$ cat src/rtl/cntr_ticket_pkg.sv
// Shared types and helpers for the ticket arbiter: FSM state encoding and
// requester-index width.
package cntr_ticket_pkg;

    typedef enum logic [0:0] {
        IDLE = 1'b0,
        RESP = 1'b1
    } state_t;

    // Index width for n requesters, never narrower than one bit.
    function automatic int idx_width(input int n);
        return (n <= 2) ? 1 : $clog2(n);
    endfunction

    localparam int DEF_REQ_CNT = 4;
    localparam int DEF_IDX_W   = idx_width(DEF_REQ_CNT);

endpackage

$ cat src/rtl/cntr.sv
// Shared ticket counter: synchronous clear, increments by one per enable pulse,
// wrapping modulo 2^DATA_WIDTH.
module Cntr #(
    parameter int DATA_WIDTH = 2
) (
    input  logic                  clk,
    input  logic                  rst,
    input  logic                  en,
    output logic [DATA_WIDTH-1:0] val
);

    always_ff @(posedge clk) begin
        if (rst) begin
            val <= '0;
        end else if (en) begin
            val <= val + 1'b1;
        end
    end

endmodule

$ cat src/rtl/cntr_ticket_arb.sv
// Round-robin ticket arbiter: grants one requester at a time, hands it the
// current shared counter value and holds the response until it is consumed.
module cntr_ticket_arb
    import cntr_ticket_pkg::*;
#(
    parameter  int DATA_WIDTH = 2,
    parameter  int REQ_CNT    = 4,
    localparam int ID_W       = idx_width(REQ_CNT)
) (
    input  logic                  clk,
    input  logic                  rst,
    input  logic                  clr,
    input  logic [REQ_CNT-1:0]    req_vld,
    output logic [REQ_CNT-1:0]    req_rd,
    output logic                  resp_vld,
    input  logic                  resp_rd,
    output logic [ID_W-1:0]       resp_id,
    output logic [DATA_WIDTH-1:0] resp_val,
    output logic [DATA_WIDTH-1:0] cnt_val,
    output state_t                dbg_state
);

    // Handshakes: a requester holds req_vld until it sees its req_rd bit for one
    // cycle; a response is transferred on the cycle where resp_vld && resp_rd.

    state_t                r_state;
    logic [ID_W-1:0]       r_last_grant;
    logic [ID_W-1:0]       r_resp_id;
    logic [DATA_WIDTH-1:0] r_resp_val;

    logic                  w_found;
    logic [ID_W-1:0]       w_sel;
    logic                  w_accept;
    logic                  w_cnt_rst;
    logic [DATA_WIDTH-1:0] w_cnt_val;

    // Search starts one past the last grant so every requester gets a turn.
    always_comb begin
        w_found = 1'b0;
        w_sel   = '0;
        for (int off = 1; off <= REQ_CNT; off++) begin
            if (!w_found && req_vld[(int'(r_last_grant) + off) % REQ_CNT]) begin
                w_found = 1'b1;
                w_sel   = ID_W'((int'(r_last_grant) + off) % REQ_CNT);
            end
        end
    end

    assign w_accept  = !rst && (r_state == IDLE) && w_found;
    assign w_cnt_rst = rst || clr;

    Cntr #(
        .DATA_WIDTH(DATA_WIDTH)
    ) u_cntr (
        .clk (clk),
        .rst (w_cnt_rst),
        .en  (w_accept),
        .val (w_cnt_val)
    );

    always_ff @(posedge clk) begin
        if (rst) begin
            r_state      <= IDLE;
            r_last_grant <= ID_W'(REQ_CNT - 1);
            r_resp_id    <= '0;
            r_resp_val   <= '0;
        end else begin
            case (r_state)
                IDLE: begin
                    if (w_accept) begin
                        r_state      <= RESP;
                        r_last_grant <= w_sel;
                        r_resp_id    <= w_sel;
                        r_resp_val   <= w_cnt_val;
                    end
                end
                RESP: begin
                    if (resp_rd) begin
                        r_state <= IDLE;
                    end
                end
                default: r_state <= IDLE;
            endcase
        end
    end

    assign req_rd    = w_accept ? (REQ_CNT'(1) << w_sel) : '0;
    assign resp_vld  = (r_state == RESP);
    assign resp_id   = r_resp_id;
    assign resp_val  = r_resp_val;
    assign cnt_val   = w_cnt_val;
    assign dbg_state = r_state;

endmodule

$ cat config.mk
export PLATFORM = sky130hd
export DESIGN_NAME = cntr_ticket_arb
export DESIGN_NICKNAME = d
export VERILOG_FILES = /design/src/rtl/cntr_ticket_pkg.sv /design/src/rtl/cntr.sv /design/src/rtl/cntr_ticket_arb.sv
export SDC_FILE = /design/constraint.sdc
export NUM_CORES = 1
export LEC_CHECK = 0
export ABC_CLOCK_PERIOD_IN_PS = 1300
export BUFFER_PORTS_ARGS = -buffer_cell sky130_fd_sc_hd__buf_2
export CORE_ASPECT_RATIO = 1.1
export CORE_UTILIZATION = 31
export DETAILED_ROUTE_END_ITERATION = 10
export MAX_ROUTING_LAYER = met4
export PLACE_DENSITY = 0.6
export SLEW_MARGIN = 20
export SYNTH_ARGS = -nofsm -noshare
export SYNTH_HDL_FRONTEND = slang
export SYNTH_SLANG_ARGS = --single-unit
$ cat constraint.sdc
create_clock -name clk -period 1.3 [get_ports clk]
set_input_delay 0 -clock clk [delete_from_list [all_inputs] [get_ports clk]]
set_output_delay 0 -clock clk [all_outputs]
set_load 0.05 [all_outputs]
Word-level counts from Yosys, hierarchy flattened:

Cells that the tools add are included.

* word-level logic and storage cells: 59
* bits in registers: 9
* input port bits: 8
* output and inout bits: 12

* shift operators: 1
* add/sub/neg operators: 5
* magnitude comparators: 4
* mux-type cells: 24
* bitwise operators: 5
* reduce and logical (&&, ||, !) cells: 15

Operators by type and width (number)
* < comparator 3 x 4 -> 1 bit (second input constant): 4
* two-way mux 1 bit: 14
* binary-select mux 1 bit (select 2 bit): 4
* two-way mux 2 bit: 4
* OR reduction 2 bit: 4
* adder 2 x 1 -> 2 bit (second input constant): 3
* logical AND 1 bit: 5
* adder 2 bit (second input constant): 2
* AND 1 bit (first input constant): 4
* logical NOT 1 bit: 4
* two-way mux 4 bit: 1
* left shift 1 x 2 -> 4 bit (first input constant): 1
* one-hot mux 1 bit (2 select lines): 1
* AND reduction 2 bit: 1
* logical OR 1 bit: 1
* inverter 1 bit: 1

Logic depth before layout (Yosys ltp):

Gate-level depths: netlist (run 1).

* depth in word-level cells: 19
* depth in mapped cells: 4
* depth with buffers taken out: 3

By module:

Synthesis (run 1) repeated with hierarchy kept, for this count alone.

* cells, all modules: 59
* area total of the unflattened synthesis: 483.0 µm²

Modules (own cells, without submodules)
* cntr_ticket_arb: area an instance 404.1 µm², instances 1, cells each 52
* Cntr: area an instance 78.8 µm², instances 1, cells each 7

Worst setup path before layout (run 1):

OpenSTA, ideal clock, no wires.

* kind: reg2out
* start point: register r_state (netlist: dbg_state)
* end point: output port req_rd[2]
* slack: -1.273 ns
* buffers on the path: 0
* arrival: 2.573 ns
* stages on the path, launching flop included: 4
* cells stage by stage: dfxtp_1 > inv_1 > nand3_2 > nor4b_1

* word-level cells in the longest chain between the ends: 4

Ends and longest elaborated chain
* start: declaration: line cntr_ticket_arb.sv:26 `state_t r_state;`
* start signal: assignment: line cntr_ticket_arb.sv:63 `r_state <= IDLE;`
* start signal: assignment: line cntr_ticket_arb.sv:71 `r_state <= RESP;`
* start signal: assignment: line cntr_ticket_arb.sv:79 `r_state <= IDLE;`
* inverter 1 bit (no source line)
* logical AND 1 bit (2 in series): line cntr_ticket_arb.sv:49 `assign w_accept = !rst && (r_state == IDLE) && w_found;`
* two-way mux 4 bit: line cntr_ticket_arb.sv:87 `assign req_rd = w_accept ? (REQ_CNT'(1) << w_sel) : '0;`
* end: declaration: line cntr_ticket_arb.sv:14 `output logic [REQ_CNT-1:0] req_rd,`

No other way between the ends.

Worst setup path in the final report (run 1):

* start point: register r_last_grant[1]
* end point: output port req_rd[2]

* word-level cells in the longest chain between the ends: 16

Ends and longest elaborated chain
* start: declaration: line cntr_ticket_arb.sv:27 `logic [ID_W-1:0] r_last_grant;`
* start signal: assignment: line cntr_ticket_arb.sv:64 `r_last_grant <= ID_W'(REQ_CNT - 1);`
* start signal: assignment: line cntr_ticket_arb.sv:72 `r_last_grant <= w_sel;`
* adder 2 x 1 -> 2 bit: line cntr_ticket_arb.sv:42, cntr_ticket_arb.sv:44
* binary-select mux 1 bit (select 2 bit): line cntr_ticket_arb.sv:42 `if (!w_found && req_vld[(int'(r_last_grant) + off) % REQ_CNT]) begin`
* two-way mux 1 bit (implied by the code) (2 in series): line cntr_ticket_arb.sv:42
* two-way mux 1 bit: line cntr_ticket_arb.sv:42
* logical NOT 1 bit: line cntr_ticket_arb.sv:42
* logical AND 1 bit: line cntr_ticket_arb.sv:42
* two-way mux 1 bit: line cntr_ticket_arb.sv:42
* logical NOT 1 bit: line cntr_ticket_arb.sv:42
* logical AND 1 bit: line cntr_ticket_arb.sv:42
* two-way mux 1 bit: line cntr_ticket_arb.sv:42
* logical NOT 1 bit: line cntr_ticket_arb.sv:42
* logical AND 1 bit: line cntr_ticket_arb.sv:42
* two-way mux 2 bit or two-way mux 1 bit (tied branches): line cntr_ticket_arb.sv:42
* left shift 1 x 2 -> 4 bit or logical AND 1 bit (tied branches): line cntr_ticket_arb.sv:87, cntr_ticket_arb.sv:49
* two-way mux 4 bit (*): line cntr_ticket_arb.sv:87

Every way passes the cells marked *; elsewhere a longest branch is shown, timed or not. The select of a mux whose other input is x is not followed.

==> impl_metrics.yaml, run 1 <==
run_status:
  status: "finished, violations left"
  failing_checks: "negative setup slack"
sta:
  clock.fmax_mhz: 648
  final.setup_skew_ps: 1.47
  fin_hold_ws_ps: 13.4
  max-slew-margin-rel_pct: 77.3
  min_period_ps: 1540
  finalCritPeriodShare_pct: 119
  unrepaired_setup_endpoints_after_global_routing: "yes"
  finalHoldViolCount: 0
  layout_setup_ws_ps: -243
  drv_slew: 0
  finalSetupViolations: 4
  worst-slew-pin-transition_ps: 337
hold_path:
  timing.hold.worst.start: "clr"
  min_path_type: "in2reg"
  hold_path_end: "u_cntr.val[1]"
  hold_path_depth: 3
drt:
  wl_per_cell_microns: 13.7
  num_vias: 597
  dr.pass1.iters: 4
  vias_per_cell: 5.33
  route.final.wire_length_mm: 1.53
  drtAntennaViolNets: 0
  iteration_0_drc_count_of_the_detailed_router: 15
  detail_route.drc_violations: 0
setup_path:
  worstReg2RegStart: "r_last_grant[1]"
  worst_setup_path_start_kind: "flop"
  crit_arrival_ps: 1540
  critical_path_peak_fanout: 6
  critPathKind: "reg2out"
  cp_data_required_time_ps: 1300
  worstSetupEndpointType: "output pin"
  worst_r2r_path_depth: 4
  reg2reg_to: "r_last_grant[1]"
  timing.reg2reg.setup_slack_ps: 70
floorplan:
  die_area_sq_mm: 0.00196
  dieHeight_microns: 46.3
  core_area_sq_mm: 0.00161
  floorplan.die.width_microns: 42.3
  floorplan.initialDensity_pct: 34.3
  rows: 15
  io_pins: 20
clock_network:
  h-tree-depth: 1
  clk_transition_reported_paths_ps: 60
  cts_tree: "built"
  cts.sinks: 9
  clock_insertion_delay_worst_skew_ps: 260
  ctsLongestPathBuffers: 2
  clockRootBuffer: "sky130_fd_sc_hd__clkbuf_4"
  numCtsBuffers: 3
placement:
  portBuffers: 19
  place.detailed.hpwl_mm: 1.13
  dpl_worst_slack_ps: -171
  last_weighted_congestion_value_of_the_routability_driven_placer: 0.775
final_layout:
  final_cell_mix: "sky130_fd_sc_hd__buf_2, sky130_fd_sc_hd__buf_4, sky130_fd_sc_hd__dfxtp_1"
  final_net_count: 104
  mostFrequentLayoutCell: "sky130_fd_sc_hd__buf_2"
  area.growth.synth_to_final_pct: 65.4
  drive_above_1_share_pct: 57.9
  insertedDiodeCount: 0
power:
  switching_share_pct: 38.0
  power_frac_seq_pct: 34.0
  cellLeakagePower_uw: 0.000395
  switchingPower_uw: 361
  intPower_uw: 590
  clkPwrFrac_pct: 22.7
  vdd.ir_drop.worst_mv: 0.659
  p_per_area_mw_per_mm2: 1040
  proportion_of_power_drawn_by_combinational_gates_pct: 43.3
logic_synthesis:
  yosysSeqAreaShare_pct: 32.6
  net_count_after_synthesis: 70
  yosysWarningCount: 0
  number_of_distinct_standard_cells_referenced_by_the_synthesized_netlist: 33
  fraction_of_synthesized_cell_area_taken_by_the_top_area_cell_type_pct: 32.6
  synth_seq_cells: 9
  synth_largest_area_cell: "sky130_fd_sc_hd__dfxtp_1"
  synth.avg_cell_area_sq_um: 8.92
  syn-instance-count: 62
  synth.area.top_cells: "sky130_fd_sc_hd__dfxtp_1, sky130_fd_sc_hd__a21oi_1, sky130_fd_sc_hd__o31ai_4"
  mappedNetlistArea_sq_um: 553
flow_run:
  maxCapViolCount: 0
global_route:
  wire_length_of_the_first_global_routing_pass_mm: 2.47
  antenna_found_initial: 0
  groute.usage.overall_pct: 17.9
  grt_overflow: 0
  grt_max_degree: 9
  vias_in_the_first_global_route: 551
[through the flow]
step	setup TNS [ps]	total power [uW]	util, %	cells	area [sq um]
floorplan	-680	573	-	62	603
global placement	-351	671	48.2	106	778
detailed placement	-529	673	48.2	106	778
CTS	-1000	956	55.9	112	902
global route	-1020	1010	56.7	112	915
finish	-755	951	56.7	112	915
[per-layer routing]
layer | wire length [microns] | vias to the layer above | GRT usage, %
met2 | 744 | 17 | 29.8
met1 | 689 | 279 | 20.5
met4 | 12 | 0 | 5.63
li1 | - | 299 | -
met5 | 0 | - | -
met3 | 84 | 2 | 5.88
[layout make-up]
class | count | area (sq um)
repair buffers | 32 | 220
inverters | 3 | 11.3
multi-input cells | 47 | 449
flip-flops and latches | 9 | 186
well taps | 17 | 21.3
clock buffers | 4 | 26.3
fillers | 155 | 699
[cells in the mapped netlist]
cell / count
sky130_fd_sc_hd__dfxtp_1: 9
sky130_fd_sc_hd__a21oi_1: 5
sky130_fd_sc_hd__o21ai_0: 4
sky130_fd_sc_hd__inv_1: 3
sky130_fd_sc_hd__nand2_1: 3
sky130_fd_sc_hd__nand2b_1: 3
sky130_fd_sc_hd__nor2_1: 3
sky130_fd_sc_hd__buf_2: 2
sky130_fd_sc_hd__mux2i_1: 2
sky130_fd_sc_hd__nand3_1: 2
sky130_fd_sc_hd__nand3_2: 2
sky130_fd_sc_hd__nor2b_1: 2
sky130_fd_sc_hd__o22ai_1: 2
sky130_fd_sc_hd__a211oi_1: 1
sky130_fd_sc_hd__a21boi_1: 1
sky130_fd_sc_hd__a21oi_2: 1
sky130_fd_sc_hd__a2bb2oi_1: 1
sky130_fd_sc_hd__a311oi_2: 1
sky130_fd_sc_hd__a32oi_1: 1
sky130_fd_sc_hd__and3b_1: 1
sky130_fd_sc_hd__buf_4: 1
sky130_fd_sc_hd__nor3_1: 1
sky130_fd_sc_hd__nor4_2: 1
sky130_fd_sc_hd__nor4b_1: 1
sky130_fd_sc_hd__nor4b_2: 1
sky130_fd_sc_hd__o211a_1: 1
sky130_fd_sc_hd__o21a_1: 1
sky130_fd_sc_hd__o22a_1: 1
sky130_fd_sc_hd__o311ai_1: 1
sky130_fd_sc_hd__o31ai_4: 1
sky130_fd_sc_hd__or2_2: 1
sky130_fd_sc_hd__or3_1: 1
sky130_fd_sc_hd__or4_1: 1
[cell families after synthesis]
family	count (synthesis)	share of synthesized area, %
AO/OA/AOI/OAI	22	30.8
buffers and inverters	6	5.20
flip-flops	9	32.6
multiplexers	2	3.62
AND/OR/NAND/NOR	23	27.8
[worst max-delay path, stage by stage, from the launching register on]
cell and delay [ps]:
sky130_fd_sc_hd__dfxtp_4 390, sky130_fd_sc_hd__and3b_1 220, sky130_fd_sc_hd__o31ai_4 80, sky130_fd_sc_hd__buf_4 150, sky130_fd_sc_hd__nor4b_4 250, sky130_fd_sc_hd__buf_6 190
[registers in the layout (all words and copies together) (netlist names)]
name and count:
resp_id 2, resp_val 2, r_last_grant 2, u_cntr.val 2, dbg_state 1
[worst max-delay path by stage]
stage | slack [ps] | to | cells after the start | start
final | -240 | req_rd[2] | 5 | r_last_grant[1]
after global routing | -300 | req_rd[2] | 5 | r_last_grant[1]
after CTS | -280 | req_rd[2] | 5 | r_last_grant[1]
after detailed placement | -170 | req_rd[2] | 4 | r_last_grant[1]
after global placement | -130 | req_rd[2] | 5 | r_last_grant[1]
after floorplan | -310 | req_rd[0] | 4 | r_last_grant[1]
[repair_timing]
action | in CTS | in global routing
buffers inserted | 1 | 0
setup endpoints to repair | 6 | 6
hold endpoints to repair | 3 | 0
resized for setup | 18 | 3
pin swaps | 3 | 6
hold buffers | 1 | 0
[power groups by stage]
stage          sequential (uW)  combinational, uW  clock [uW]
2_1_floorplan              372                201           0
3_3_place_gp               323                348           0
3_5_place_dp               323                350           0
4_1_cts                    322                405         228
5_1_grt                    328                434         245
6_report                   323                411         216
Power figures use the tool's default switching activity.
==> inputs of run 2 (changes only) <==
CELL_PAD_IN_SITES_DETAIL_PLACEMENT = 0   (was not set)
CELL_PAD_IN_SITES_GLOBAL_PLACEMENT = 1   (was not set)
PLACE_DENSITY = 0.76   (was 0.6)
==> impl_metrics.yaml, run 2 (synthesis results as in run 1) <==
run_status:
  status: "finished, violations left"
  failing_checks: "negative setup slack"
clock_network:
  cts.sinks: 9
  clk_transition_reported_paths_ps: 70
  cts_tree: "built"
  ctsLongestPathBuffers: 2
  numCtsBuffers: 3
  clock_insertion_delay_worst_skew_ps: 270
  h-tree-depth: 1
  clockRootBuffer: "sky130_fd_sc_hd__clkbuf_4"
setup_path:
  timing.critical_path.slowest_stage_cell: "sky130_fd_sc_hd__dfxtp_4"
  worstSetupEndpointType: "output pin"
  worst_r2r_path_depth: 5
  critical_path_peak_fanout: 6
  worst-path-buf-inv: 1
  critPathKind: "reg2out"
  path_delay_family: "flip-flops"
  cp_num_cells: 4
  cp_data_required_time_ps: 1300
  crit_arrival_ps: 1590
  critical_path_s_largest_stage_delay_ps: 400
  crit_path_cell_trace: "mux2i_4 -> o22ai_4 -> nor4b_4 -> buf_6"
  worst_setup_path_start_kind: "flop"
hold_path:
  min_path_type: "in2reg"
  hold_path_depth: 3
floorplan:
  core_area_sq_mm: 0.00161
  floorplan.die.width_microns: 42.3
  dieHeight_microns: 46.3
  die_area_sq_mm: 0.00196
  floorplan.initialDensity_pct: 34.3
  rows: 15
  io_pins: 20
power:
  vdd.ir_drop.worst_mv: 0.742
  p_per_area_mw_per_mm2: 1020
  report.power.total_uw: 996
  cellLeakagePower_uw: 0.000428
placement:
  last_weighted_congestion_value_of_the_routability_driven_placer: 0.812
  postPlaceCellArea_sq_um: 813
  place.detailed.hpwl_mm: 1.13
  portBuffers: 19
final_layout:
  insertedDiodeCount: 0
  final_net_count: 108
  post_layout_inst_area_sq_um: 975
  area.growth.synth_to_final_pct: 76.2
  mostFrequentLayoutCell: "sky130_fd_sc_hd__buf_2"
  final_cell_mix: "sky130_fd_sc_hd__buf_2, sky130_fd_sc_hd__buf_4, sky130_fd_sc_hd__buf_6"
  drive_above_1_share_pct: 59.6
sta:
  finalHoldViolCount: 0
  max-slew-margin-rel_pct: 79.1
  finalSetupViolations: 4
  final.setup_skew_ps: 6.25
  unrepaired_setup_endpoints_after_global_routing: "yes"
  finalCritPeriodShare_pct: 122
  fin_hold_ws_ps: 17.0
  final_tns_setup_ps: -1020
  min_period_ps: 1590
  worst-slew-pin-transition_ps: 311
  drv_slew: 0
  layout_setup_ws_ps: -292
  clock.fmax_mhz: 628
drt:
  detail_route.drc_violations: 0
  wl_per_cell_microns: 14.1
  drtAntennaViolNets: 0
  num_vias: 613
  iteration_0_drc_count_of_the_detailed_router: 10
  dr.pass1.iters: 4
  vias_per_cell: 5.28
  route.final.wire_length_mm: 1.64
flow_run:
  maxCapViolCount: 0
global_route:
  grt_overflow: 0
  grt_max_degree: 9
  wire_length_of_the_first_global_routing_pass_mm: 2.53
  groute.usage.overall_pct: 17.5
  vias_in_the_first_global_route: 600
  antenna_found_initial: 0
## run 2: what timing repair did
| item | in CTS | in global routing |
|---|---|---|
| buffers inserted | 1 | 1 |
| endpoints found under the setup margin | 6 | 6 |
| hold buffers | 1 | 0 |
| pin swaps | 2 | 3 |
| gates cloned | 0 | 0 |
| resized for setup | 14 | 10 |
| endpoints found under the hold margin | 3 | 0 |
## run 2: power by group
part / switching (uW) / total [uW] / internal (uW)
Clock: 109 / 223 / 114
Sequential: 20.9 / 320 / 300
Combinational: 251 / 452 / 201
Total: 382 / 996 / 615
## run 2: path summary, 6_finish.rpt
path	from	to	slack (ps)
max	r_last_grant[1]	req_rd[2]	-290
min	resp_rd	dbg_state	20
max reg2reg	r_last_grant[1]	resp_id[0]	30
min reg2reg	resp_val[1]	resp_val[1]	470
## run 2: layout make-up
type	instances	area, sq um
Clock buffer	3	22.5
Clock inverter	1	5.00
Fill cell	148	639
Inverter	3	11.3
Multi-Input combinational cell	47	448
Sequential cell	9	185
Tap cell	17	21.3
Timing Repair Buffer	36	282
## run 2: worst reg2reg max path, stage by stage (launching register included)
cell and delay [ps]:
sky130_fd_sc_hd__dfxtp_4 380, sky130_fd_sc_hd__mux2i_4 210, sky130_fd_sc_hd__buf_6 130, sky130_fd_sc_hd__o22a_4 190, sky130_fd_sc_hd__buf_6 120, sky130_fd_sc_hd__a311oi_2 170
## run 2: stage by stage
stage	utilization (%)	cells	setup slack (ps)
final	60.4	116	-292
after global routing	60.4	116	-359
after CTS	56.0	115	-268
after detailed placement	50.4	109	-177
after global placement	50.4	109	-132
after floorplan	-	62	-311
## run 2: per-layer routing
metal	track usage, %	part of all wire (%)	vias up
li1	-	-	307
met1	19.5	42	292
met2	31.7	54	14
met3	5.88	4.1	0
met4	1.88	0	0
met5	-	0	-
==> inputs of run 3 (changes only) <==
ABC_AREA = 1   (was not set)
CORE_MARGIN = 2   (was not set)
PLACE_DENSITY = 0.77   (was 0.76)
==> impl_metrics.yaml, run 3 <==
final_layout:
  finalCoreUtilization_pct: 59.4
  insertedDiodeCount: 0
  number_of_filler_instances_in_the_final_layout: 203
  area.growth.synth_to_final_pct: 77.5
  drive_above_1_share_pct: 67.1
  final_net_count: 155
  final_cell_mix: "sky130_fd_sc_hd__nand2_1, sky130_fd_sc_hd__nand2_2, sky130_fd_sc_hd__buf_2"
  mostFrequentLayoutCell: "sky130_fd_sc_hd__nand2_1"
power:
  p_per_area_mw_per_mm2: 2810
  vdd.ir_drop.worst_mv: 1.21
  cellLeakagePower_uw: 0.000615
clock_network:
  numCtsBuffers: 3
  clk_transition_reported_paths_ps: 60
  h-tree-depth: 1
  clockRootBuffer: "sky130_fd_sc_hd__clkbuf_4"
  ctsLongestPathBuffers: 2
  cts_tree: "built"
  cts.sinks: 9
  clock_insertion_delay_worst_skew_ps: 250
setup_path:
  timing.critical_path.mode_cell: "sky130_fd_sc_hd__nand2_2"
  crit_arrival_ps: 1690
  worst-path-buf-inv: 3
  cp_num_cells: 13
  path_delay_family: "simple AND/OR/NAND/NOR gates"
  endpoint: "req_rd[3]"
  timing.critical_path.slowest_stage_cell: "sky130_fd_sc_hd__dfxtp_4"
  worstSetupEndpointType: "output pin"
  crit_path_cell_trace: "buf_6 -> nand2_4 -> nand2_4 -> nand2_2 -> nand2_2 -> nand2_2 -> nand2_1 -> nand2_1 -> nand2_2 -> inv_2 -> nand2_4 -> nor2_4 -> buf_8"
  worstSetupStartpoint: "r_last_grant[0]"
  worst_setup_path_start_kind: "flop"
  timing.reg2reg.setup_slack_ps: -180
  worstReg2RegStart: "r_last_grant[0]"
  critical_path_peak_fanout: 6
  reg2reg_to: "resp_id[1]"
  critPathKind: "reg2out"
  critical_path_s_largest_stage_delay_ps: 370
  worst_r2r_path_depth: 13
  cp_data_required_time_ps: 1300
floorplan:
  floorplan.initialDensity_pct: 33.5
  dieHeight_microns: 53.5
  floorplan.die.width_microns: 49.0
  rows: 17
  io_pins: 20
  core_area_sq_mm: 0.00206
  die_area_sq_mm: 0.00262
logic_synthesis:
  mappedNetlistArea_sq_um: 691
  syn-instance-count: 106
  yosysWarningCount: 0
  synth.avg_cell_area_sq_um: 6.52
  yosysSeqAreaShare_pct: 26.1
  fraction_of_synthesized_cell_area_taken_by_the_top_area_cell_type_pct: 26.1
  synth_seq_cells: 9
  synth_largest_area_cell: "sky130_fd_sc_hd__dfxtp_1"
  synth_edf_count: 0
  synth.area.top_cells: "sky130_fd_sc_hd__dfxtp_1, sky130_fd_sc_hd__nand2_1, sky130_fd_sc_hd__nand2_4"
  post-synth-top-count-cell: "sky130_fd_sc_hd__nand2_1"
  number_of_distinct_standard_cells_referenced_by_the_synthesized_netlist: 23
  synth.top_cells.by_count: "sky130_fd_sc_hd__nand2_1, sky130_fd_sc_hd__nand3_1, sky130_fd_sc_hd__dfxtp_1"
  post_synth_top_flop: "sky130_fd_sc_hd__dfxtp_1"
  asyncSetResetFlopFracSynth_pct: 0
  net_count_after_synthesis: 114
global_route:
  grt_overflow: 0
  groute.usage.overall_pct: 15.1
  vias_in_the_first_global_route: 716
  wire_length_of_the_first_global_routing_pass_mm: 2.93
  antenna_found_initial: 0
  grt_max_degree: 9
run_status:
  status: "finished, violations left"
  failing_checks: "negative setup slack"
drt:
  wl_per_cell_microns: 10.3
  num_vias: 773
  dr.pass1.iters: 4
  vias_per_cell: 4.44
  drtAntennaViolNets: 0
  detail_route.drc_violations: 0
  iteration_0_drc_count_of_the_detailed_router: 10
  route.final.wire_length_mm: 1.80
sta:
  max-slew-margin-rel_pct: 68.5
  final.setup_skew_ps: 3.09
  drv_slew: 0
  clock.fmax_mhz: 593
  unrepaired_setup_endpoints_after_global_routing: "yes"
  layout_setup_ws_ps: -388
  min_period_ps: 1690
  finalCritPeriodShare_pct: 130
  finalSetupViolations: 13
  finalHoldViolCount: 0
  worst-slew-pin-transition_ps: 471
flow_run:
  maxCapViolCount: 0
hold_path:
  min_path_type: "in2reg"
placement:
  portBuffers: 19
  dpl_worst_slack_ps: -248
  place.detailed.hpwl_mm: 1.29
  last_weighted_congestion_value_of_the_routability_driven_placer: 0.751
run 3: cell count changes in the layout (fill, tap and decap cells not counted), moves of 3 or more:
cell	before	now
sky130_fd_sc_hd__a21oi_1	3	0
sky130_fd_sc_hd__nand2_4	0	14
sky130_fd_sc_hd__nand2_2	0	18
sky130_fd_sc_hd__nand2_1	3	19
sky130_fd_sc_hd__nor2_4	0	6
sky130_fd_sc_hd__nand3_4	0	3
sky130_fd_sc_hd__inv_6	0	3
sky130_fd_sc_hd__inv_2	1	4
sky130_fd_sc_hd__buf_8	0	3
sky130_fd_sc_hd__nand3_1	2	5
sky130_fd_sc_hd__inv_1	2	6
sky130_fd_sc_hd__o21ai_0	4	0
run 3: repair_timing:
| action | 4_1_cts | 5_1_grt |
|---|---|---|
| endpoints found under the hold margin | 3 | 0 |
| setup buffers | 1 | 4 |
| cloned | 0 | 0 |
| endpoints found under the setup margin | 13 | 13 |
| hold buffers | 3 | 0 |
| gates resized for setup | 20 | 37 |
| pin swaps | 6 | 12 |
run 3: how the worst min path moves through the flow:
stage                        from            end  cells past startpoint
after detailed placement  resp_rd      dbg_state                      2
after floorplan           resp_rd      dbg_state                      1
final                         rst  u_cntr.val[0]                      4
after global placement    resp_rd      dbg_state                      2
after CTS                     rst  u_cntr.val[1]                      4
after global routing          rst  u_cntr.val[0]                      4
run 3: report_power, final:
part / internal (uW) / switching, uW / leakage [uW]
Clock: 118 / 91.6 / 0.0000150
Combinational: 1110 / 1670 / 0.000525
Sequential: 369 / 96.5 / 0.0000743
Total: 1600 / 1850 / 0.000615
run 3: worst reg2reg max path, delay by kind of cell (launching register included):
kind,cells,cell delay (ps)
buffers and inverters,4,460
flip-flops,1,370
AND/OR/NAND/NOR,9,540
run 3: routing by layer:
layer	global-route usage [%]	share of wire (%)
met1	15.3	38
met2	29.5	60
met3	0.847	1.6
met4	8.57	0.50
met5	-	0
run 3: cell type report:
class                           count  area [sq um]  share of cell area (%)
Tap cell                           28          35.0                    2.86
Inverter                           14          70.1                    5.71
Clock buffer                        4          26.3                    2.14
Sequential cell                     9           188                    15.3
Multi-Input combinational cell     81           603                    49.2
Timing Repair Buffer               38           304                    24.8
run 3: cells by family after synthesis:
| group | after synthesis | share of synthesized area (%) |
|---|---|---|
| AND/OR/NAND/NOR | 76 | 57.8 |
| flip-flops | 9 | 26.1 |
| buffers and inverters | 16 | 11.4 |
| AO/OA/AOI/OAI | 4 | 3.44 |
| XOR/XNOR | 1 | 1.27 |
run 3: per-stage QoR:
stage	hold slack [ps]	setup TNS, ps	std cells	power, uW	instance area, sq um
global placement	197	-2350	162	2590	942
global route	71.9	-3970	174	3690	1230
CTS	42.1	-2800	170	3000	1060
floorplan	111	-684	106	2070	748
detailed placement	198	-2610	162	2600	942
finish	41.4	-2690	174	3450	1230
